==> src/rtl/load_store_unit.sv <==
// load_store_unit: initiator side of a big-endian, byte-addressable data
// memory. One load or store is in flight at a time. Sub-word stores are done
// as read-modify-write because the memory always writes a full word.
// Optional build macro: LSU_MISALIGN_TRAP_EN -- when defined, misaligned
// half/word requests complete with resp_err and no memory access; when
// undefined they are silently aligned down to their natural boundary.
//
// Handshake: a request transfers on the posedge where req_valid && req_ready;
// req_ready is high only in IDLE, and the req_* fields are sampled only on
// that edge. resp_valid is a one-cycle completion pulse with no back-pressure;
// resp_rdata/resp_err are meaningful only while it is high.
module load_store_unit #(
  parameter int unsigned MEM_BYTES = 128
) (
  input  logic        clk,
  input  logic        rst_n,
  input  logic        req_valid,
  output logic        req_ready,
  input  logic        req_store,
  input  logic [1:0]  req_size,
  input  logic        req_unsigned,
  input  logic [31:0] req_addr,
  input  logic [31:0] req_wdata,
  output logic        resp_valid,
  output logic [31:0] resp_rdata,
  output logic        resp_err,
  output logic [31:0] mem_addr,
  output logic [31:0] mem_wdata,
  output logic        mem_read,
  output logic        mem_write,
  input  logic [31:0] mem_rdata,
  output logic [2:0]  dbg_state
);

  typedef enum logic [2:0] {
    S_IDLE = 3'd0,
    S_RD   = 3'd1,
    S_CAP  = 3'd2,
    S_WR   = 3'd3,
    S_DONE = 3'd4
  } state_e;

  state_e      state_q,      state_d;
  logic        store_q,      store_d;
  logic [1:0]  size_q,       size_d;
  logic        unsigned_q,   unsigned_d;
  logic [1:0]  off_q,        off_d;
  logic [31:0] wdata_q,      wdata_d;
  logic [31:0] buf_q,        buf_d;
  logic [31:0] mem_addr_q,   mem_addr_d;
  logic [31:0] mem_wdata_q,  mem_wdata_d;
  logic        mem_read_q,   mem_read_d;
  logic        mem_write_q,  mem_write_d;
  logic        resp_valid_q, resp_valid_d;
  logic [31:0] resp_rdata_q, resp_rdata_d;
  logic        resp_err_q,   resp_err_d;
  logic        req_ready_q,  req_ready_d;

  logic        accept;
  logic [1:0]  req_off;
  logic [31:0] req_waddr;
  logic [1:0]  eff_off;
  logic        req_err;

  // Pull the addressed byte/half out of a big-endian word and extend it.
  function automatic logic [31:0] extract_lane(input logic [31:0] word,
                                               input logic [1:0]  size,
                                               input logic [1:0]  off,
                                               input logic        zext);
    logic [7:0]  b;
    logic [15:0] h;
    logic [31:0] r;
    case (off)
      2'd0:    b = word[31:24];
      2'd1:    b = word[23:16];
      2'd2:    b = word[15:8];
      default: b = word[7:0];
    endcase
    h = off[1] ? word[15:0] : word[31:16];
    case (size)
      2'b00:   r = zext ? {24'h0, b} : {{24{b[7]}}, b};
      2'b01:   r = zext ? {16'h0, h} : {{16{h[15]}}, h};
      default: r = word;
    endcase
    return r;
  endfunction

  // Replace the addressed lanes of a big-endian word with right-justified data.
  function automatic logic [31:0] merge_lane(input logic [31:0] word,
                                             input logic [31:0] data,
                                             input logic [1:0]  size,
                                             input logic [1:0]  off);
    logic [31:0] r;
    r = word;
    case (size)
      2'b00: begin
        case (off)
          2'd0:    r[31:24] = data[7:0];
          2'd1:    r[23:16] = data[7:0];
          2'd2:    r[15:8]  = data[7:0];
          default: r[7:0]   = data[7:0];
        endcase
      end
      2'b01: begin
        if (off[1]) r[15:0]  = data[15:0];
        else        r[31:16] = data[15:0];
      end
      default: r = data;
    endcase
    return r;
  endfunction

  // Decode the incoming request: word address, effective lane offset, error.
  always_comb begin
    accept    = req_valid && req_ready_q;
    req_off   = req_addr[1:0];
    req_waddr = {req_addr[31:2], 2'b00};
    // Halves align down to the nearest even lane pair, words to lane 0.
    case (req_size)
      2'b00:   eff_off = req_off;
      2'b01:   eff_off = {req_off[1], 1'b0};
      default: eff_off = 2'b00;
    endcase
    req_err = (req_size == 2'b11) || (req_waddr >= MEM_BYTES);
`ifdef LSU_MISALIGN_TRAP_EN
    if ((req_size == 2'b01) && req_off[0]) req_err = 1'b1;
    if ((req_size == 2'b10) && (req_off != 2'b00)) req_err = 1'b1;
`endif
  end

  // Next-state and next-output logic; every output is registered.
  always_comb begin
    state_d      = state_q;
    store_d      = store_q;
    size_d       = size_q;
    unsigned_d   = unsigned_q;
    off_d        = off_q;
    wdata_d      = wdata_q;
    buf_d        = buf_q;
    mem_addr_d   = mem_addr_q;
    mem_wdata_d  = mem_wdata_q;
    mem_read_d   = 1'b0;
    mem_write_d  = 1'b0;
    resp_valid_d = 1'b0;
    resp_rdata_d = 32'h0;
    resp_err_d   = 1'b0;
    req_ready_d  = 1'b0;

    case (state_q)
      S_IDLE: begin
        req_ready_d = 1'b1;
        if (accept) begin
          req_ready_d = 1'b0;
          store_d     = req_store;
          size_d      = req_size;
          unsigned_d  = req_unsigned;
          off_d       = eff_off;
          wdata_d     = req_wdata;
          mem_addr_d  = req_waddr;
          if (req_err) begin
            state_d      = S_DONE;
            resp_valid_d = 1'b1;
            resp_err_d   = 1'b1;
          end else if (req_store && (req_size == 2'b10)) begin
            // Full-word store needs no read.
            state_d     = S_WR;
            mem_write_d = 1'b1;
            mem_wdata_d = req_wdata;
          end else begin
            state_d    = S_RD;
            mem_read_d = 1'b1;
          end
        end
      end

      S_RD: begin
        state_d = S_CAP;
      end

      S_CAP: begin
        // mem_rdata has been updated by the read strobe; take it now.
        buf_d = mem_rdata;
        if (store_q) begin
          state_d     = S_WR;
          mem_write_d = 1'b1;
          mem_wdata_d = merge_lane(mem_rdata, wdata_q, size_q, off_q);
        end else begin
          state_d      = S_DONE;
          resp_valid_d = 1'b1;
          resp_rdata_d = extract_lane(mem_rdata, size_q, off_q, unsigned_q);
        end
      end

      S_WR: begin
        state_d      = S_DONE;
        resp_valid_d = 1'b1;
      end

      S_DONE: begin
        state_d     = S_IDLE;
        req_ready_d = 1'b1;
      end

      default: begin
        state_d     = S_IDLE;
        req_ready_d = 1'b1;
      end
    endcase
  end

  // State and output registers; reset aborts any transaction in flight.
  always_ff @(posedge clk or negedge rst_n) begin
    if (!rst_n) begin
      state_q      <= S_IDLE;
      store_q      <= 1'b0;
      size_q       <= 2'b00;
      unsigned_q   <= 1'b0;
      off_q        <= 2'b00;
      wdata_q      <= 32'h0;
      buf_q        <= 32'h0;
      mem_addr_q   <= 32'h0;
      mem_wdata_q  <= 32'h0;
      mem_read_q   <= 1'b0;
      mem_write_q  <= 1'b0;
      resp_valid_q <= 1'b0;
      resp_rdata_q <= 32'h0;
      resp_err_q   <= 1'b0;
      req_ready_q  <= 1'b1;
    end else begin
      state_q      <= state_d;
      store_q      <= store_d;
      size_q       <= size_d;
      unsigned_q   <= unsigned_d;
      off_q        <= off_d;
      wdata_q      <= wdata_d;
      buf_q        <= buf_d;
      mem_addr_q   <= mem_addr_d;
      mem_wdata_q  <= mem_wdata_d;
      mem_read_q   <= mem_read_d;
      mem_write_q  <= mem_write_d;
      resp_valid_q <= resp_valid_d;
      resp_rdata_q <= resp_rdata_d;
      resp_err_q   <= resp_err_d;
      req_ready_q  <= req_ready_d;
    end
  end

  assign req_ready  = req_ready_q;
  assign resp_valid = resp_valid_q;
  assign resp_rdata = resp_rdata_q;
  assign resp_err   = resp_err_q;
  assign mem_addr   = mem_addr_q;
  assign mem_wdata  = mem_wdata_q;
  assign mem_read   = mem_read_q;
  assign mem_write  = mem_write_q;
  assign dbg_state  = state_q;

endmodule

==> config.mk <==
export PLATFORM = sky130hd
export DESIGN_NAME = load_store_unit
export DESIGN_NICKNAME = d
export VERILOG_FILES = /design/src/rtl/load_store_unit.sv
export SDC_FILE = /design/constraint.sdc
export NUM_CORES = 1
export LEC_CHECK = 0
export ABC_AREA = 1
export CORE_MARGIN = 4
export CORE_UTILIZATION = 35
export CTS_CLUSTER_DIAMETER = 60
export DETAILED_ROUTE_END_ITERATION = 12
export PLACE_DENSITY = 0.6
export SYNTH_ARGS = -nofsm -noshare
export SYNTH_HDL_FRONTEND = slang
export SYNTH_SLANG_ARGS = --single-unit
==> constraint.sdc <==
create_clock -name clk -period 4.6 [get_ports clk]
set_input_delay 0.92 -clock clk [delete_from_list [all_inputs] [get_ports clk]]
set_output_delay 0.92 -clock clk [all_outputs]
set_load 0.03 [all_outputs]
Yosys cells after proc, flatten, opt, wreduce, memory -nomap -nowiden

Cells that the tools add are included.

Equal/unequal tests: 13
$lt $le $gt $ge: 1
Reduce and logical (&&, ||, !) cells: 12
Mux-type cells: 41

Operator list:

| cell                  | number |
|---|---|
| $mux W32              | 8 |
| $pmux W32 S2          | 3 |
| $mux W16              | 3 |
| $ge A32 B8 Y1 const B | 1 |
| $mux W8               | 4 |
| $pmux W8 S3           | 1 |
| $mux W1               | 13 |
| $pmux W3 S4           | 1 |
| $mux W3               | 3 |
| $ne A2 B2 Y1 const B  | 4 |
| $eq A2 B1 Y1 const B  | 3 |
| $eq A2 B2 Y1 const B  | 3 |
| $eq A3 B2 Y1 const B  | 2 |
| $logic_not A2 Y1      | 3 |
| $reduce_or A3 Y1      | 2 |
| $reduce_and A5 Y1     | 1 |
| $pmux W1 S2           | 2 |
| $pmux W2 S2           | 1 |
| $eq A3 B1 Y1 const B  | 1 |
| $logic_not A3 Y1      | 1 |
| $pmux W1 S3           | 1 |
| $logic_and A1 B1 Y1   | 2 |
| $mux W2               | 1 |
| $reduce_and A2 Y1     | 1 |
| other kinds (2)       | 2 |

Register bits after elaboration: 140
Output and inout port bits: 104
Input bits: 103

Depth between registers and ports, before layout

Word-level depth: 6
Mapped depth: 11

Least setup slack after synthesis

No wires, ideal clock.

Path kind: input -> register
From: in req_addr[9]
To: reg mem_wdata_q[14], in the netlist mem_wdata[14]
Data arrival time: 1.906 ns
Slack: 2.577 ns
Stages: 11
Data required time: 4.483 ns
Cells stage by stage: nor2_1 > nand2_1 > nor2_1 > nand2_1 > nor2_1 > inv_1 > nand2_1 > nand2_2 > buf_2 > nand2_1 > nand2_1

Word-level cells in the longest chain between the ends: 4

RTL lines:

| element                            | RTL line | source |
|---|---|---|
| from (decl)                        | 22       | `input logic [31:0] req_addr,` |
| $ge A32 B8 Y1                      | 124      | `req_err = (req_size == 2'b11) \|\| (req_waddr >= MEM_BYTES);` |
| $logic_or A1 B1 Y1                 | 124      |  |
| $ne A2 B2 Y1 (no source line)      | -        |  |
| $reduce_and A5 Y1 (no source line) | -        |  |
| to (signal assigned)               | 238      | `mem_wdata_q <= mem_wdata_d;` |
| to (decl)                          | 51       | `logic [31:0] mem_wdata_q, mem_wdata_d;` |

Every way passes these cells.
A chain may end at the register's enable or synchronous reset.

Final worst setup path

From: in req_addr[28]
To: reg mem_wdata_q[11], in the netlist mem_wdata[11]

Same word-level chain as after synthesis.

==> summary.md <==
Using the TritonRoute via totals, the vias-per-cell ratio works out to 4.79. The tools report the number of detailed-route iterations in the first pass as 5. Counting instances, the worst hold path has a depth of 2. The worst path in the final design needs a cycle of 2740 ps, including I/O delays and setup. The critical path contains buffers and inverters numbering 3 combined.

The clock net in this run drives a total of 140 sinks. The commonest register cell after synthesis was dfrtp_1. The number of enable flip-flop cells after synthesis came out at 0. The average detailed-routed wire length per instance is 16.3 µm, and the synthesized area divided by synthesized cell count is 7.16 µm². The final layout net count is 1304. The run gives 0.210 as the global routing usage summed across all routing layers.

The tools report the count of endpoints failing setup in the final report as 0. The combinational share of power is 0.404. For the post-CTS resize count, the log shows 0. The critical path goes through clkdlybuf4s50_1, nor2_1, nand2_1, nor2_1, nand2_1, nor2_1, inv_1, nand2_1, buf_4, nand2_2, nand2_1, nand2_1. In this run the most used layer during global routing was met2.

The longest individual stage delay on the worst path works out to 440 ps. For the total clock buffers created by CTS, the log shows 17. Grouping stages by cell kind, the critical path spends the most delay in simple AND/OR/NAND/NOR gates. The die is 152 µm wide. The tools report the initial antenna violation count as 3. The met1 layer usage reported by global route came out at 0.266. The placed instance area was 9490 µm²; the number of rows created at floorplan was 52. The tools report the detailed placement HPWL as 17.6 mm. The number of cells on the worst reg-to-reg path is 7.

nand2_1 is the most common cell in the netlist. In this run the worst path has a maximum fanout of 33. The first global-routing pass estimated 38.9 mm of wire. The die footprint came out at 23100 µm². The max capacitance violation total was 0. Via count of the first global-routing pass: 7067. Routability-driven placement finished with a final weighted congestion of 0.869.

The tightest hold path in the finished design has a slack of 474 ps. Slew at the pin closest to its max-slew limit: 954 ps. Setup repair after global routing left no endpoint under its margin.

The capture point of the worst reg-to-reg path is resp_rdata[20]. Share of the synthesized area in the top cell type: 0.479. The final route contains 7120 vias. The number of pins exceeding their max-slew limit in the final report is 0. The source of the worst hold timing path was mem_wdata[12]. The number of hold buffers added after cts was 0. The async set-or-reset flop fraction in the synthesized netlist works out to 1.00. The core region is 20300 µm².

dfrtp_1 takes more of the synthesized area than any other cell. The reg2reg setup slack came out at 2020 ps. For the cell area after layout, the log shows 10100 µm². For the met3 usage in global routing, the log shows 0.0705. The chip height was 152 µm; the remaining routing DRC violations was 0. Critical-path cell with the highest stage delay: nand2_2. Path class of the lowest-slack min-delay path: reg2reg. Global routing finished with a remaining overflow of 0. The share of the yosys chip area belonging to registers is 0.483. The logs give 0.343 for the part of the total power dissipated in sequential elements and 4920 ps for the required time at the endpoint of the critical path. The tools report the number of library cell types mapped by synthesis as 33. In this run the remaining antenna-violating nets after routing total 0. Across the VDD grid, the largest voltage drop is 0.000302 V. The internal power is 3.20 mW. Normalized max-slew margin: 0.364. End point of the worst hold path: mem_wdata[12].

The number of setup buffers added after CTS was 0; the portion of total power attributed to the clock network was 0.253. The filler cells instantiated in the layout total 2049. After clock tree synthesis, the clock-pin slew on the worst setup and hold paths is 60 ps.

The routed wire length was 24.2 mm. In this run the cell area of the synthesized design comes to 7260 µm². The nature of the critical path startpoint is an input port. TritonCTS built the clock tree. The number of H-tree branching levels is 4, and the area of combinational cells with multiple inputs is 3260 µm². For the worst-skew pair, the clock arrives at the later sink with an insertion delay of 440 ps.

The initial core utilization is 0.358. For the count of endpoints failing hold in the final timing report, the log shows 0. Pin placement for this block handled 207 I/O pins. Summing all flip-flop and latch instances after layout gives 3500 µm². The worst setup path is captured at a register.

For the arrival time of data at the critical path endpoint, the log shows 3060 ps. For the met2 global-route usage, the log shows 0.336. Leakage dissipation: 4.98 nW.

The flow ran to the end, and the final reports show no timing, DRC or antenna violations. The ratio of cells with drive above 1 in the final layout is 0.0643. The launching point of the worst reg2reg path was off_q[1]. In this run, synthesis produced a sequential element count of 140. The violation count after the first detailed-route iteration is 495, and the maximum number of pins on one net before global-route repair is 100. Type of the worst setup path: in2reg. Compared with the post-synthesis result, the final layout area differs by 38.9%. Buffers placed on the I/O ports in this run total 204. Ratio of final minimum period to clock period: 0.595. The tools report the fmax as 366 MHz. For the instance count of the mapped netlist, the log shows 1015. For the final sum of negative setup slack, the log shows 0 ps.

Clock tree synthesis selected as its root buffer the cell clkbuf_16. In this run the power density over the cells is 551 nW/µm². The cell type with the highest occurrence count on the critical path was nand2_1. Count of warnings emitted by yosys: 0. The tools report the clock tree buffer depth as 2.

By count the netlist is led by 390 x nand2_1, 158 x nor2_1, 139 x dfrtp_1, 63 x o21ai_0, 62 x nand3_1. Across the routed clock network, the largest skew measured is 9.26 ps. The analysis attributes to net switching a power of 2.36 mW. The switching power share of the total works out to 0.425. In this run the number of cells on the critical path is 12. Yosys attributes the largest share of cell area to dfrtp_1 48%, nand2_1 20%, nor2_1 8.2%, o21ai_0 4.3%, nand3_1 4.3%.
registers in the layout, indices dropped and copies added (netlist names):
name and cells:
mem_write 1, unsigned_q 1, mem_addr 30, size_q 2
resp_valid 1, dbg_state 3, mem_wdata 32, wdata_q 32
resp_rdata 32, mem_read 1, off_q 2, req_ready 1
resp_err 1, store_q 1
final cells by class:
type | count | share of cell area
clock buffers | 17 | 0.0422
well taps | 270 | 0.0335
multi-input cells | 759 | 0.323
repair buffers | 216 | 0.211
diodes | 2 | 0.000496
clock inverters | 15 | 0.0165
inverters | 67 | 0.0252
flip-flops and latches | 140 | 0.347
power groups by stage:
| stage | Combinational (mW) | Sequential (mW) | Clock [mW] |
|---|---|---|---|
| finish | 2.24 | 1.91 | 1.41 |
| detailed placement | 2.26 | 1.91 | 0 |
| CTS | 2.26 | 1.91 | 1.43 |
| floorplan | 0.991 | 2.29 | 0 |
| global route | 2.48 | 1.97 | 1.49 |
| global placement | 2.23 | 1.92 | 0 |
metrics by stage:
step	setup WS, ps	std cells	power [mW]	utilization
floorplan	2580	1016	3.28	-
global placement	1480	1452	4.16	0.468
detailed placement	1400	1452	4.17	0.468
CTS	1840	1484	5.60	0.497
global route	1570	1485	5.93	0.497
finish	1860	1486	5.56	0.497
tightest hold or removal path, delay by kind of cell (launching register included):
family        cells  cell delay, ps
simple gates      2             100
flops             1             340
cells in the final DEF, fill, tap and decap left out, types with 2 or more instances in the layout:
cell / instances
inv_1: 59
nor3_1: 2
nand2_2: 5
nand2_1: 389
nor2_1: 158
a21oi_1: 40
o21ai_0: 63
nand3_1: 62
inv_8: 3
o21ai_1: 2
conb_1: 2
o211ai_1: 8
clkdlybuf4s50_1: 203
dfrtp_1: 139
clkbuf_16: 17
inv_6: 7
clkinv_1: 2
nor2_4: 3
buf_4: 12
nand3b_1: 2
nor2_8: 2
a21boi_0: 3
nor2_2: 11
inv_2: 5
diode_2: 2
clkinv_4: 2
per-layer routing:
layer	part of all wire	vias to the layer above
li1	-	3541
met1	0.43	3298
met2	0.46	239
met3	0.081	38
met4	0.022	4
met5	0.0012	-
cells by family (layout without fill, tap and decap cells):
kind of cell | count (synthesis) | count (layout) | share of synthesized area
simple gates | 638 | 638 | 0.361
flops | 140 | 140 | 0.483
compound gates | 119 | 119 | 0.0873
buf+inv | 117 | 315 | 0.0689
other cells | 1 | 4 | 0.000516
worst max path at each step:
stage,start,end
floorplan,req_addr[9],mem_wdata[14]
global placement,req_addr[28],mem_wdata[21]
detailed placement,req_addr[28],mem_wdata[11]
CTS,req_addr[28],mem_wdata[11]
global route,req_addr[10],mem_wdata[29]
finish,req_addr[28],mem_wdata[11]
Note: power is estimated with default switching activity, not from simulation.
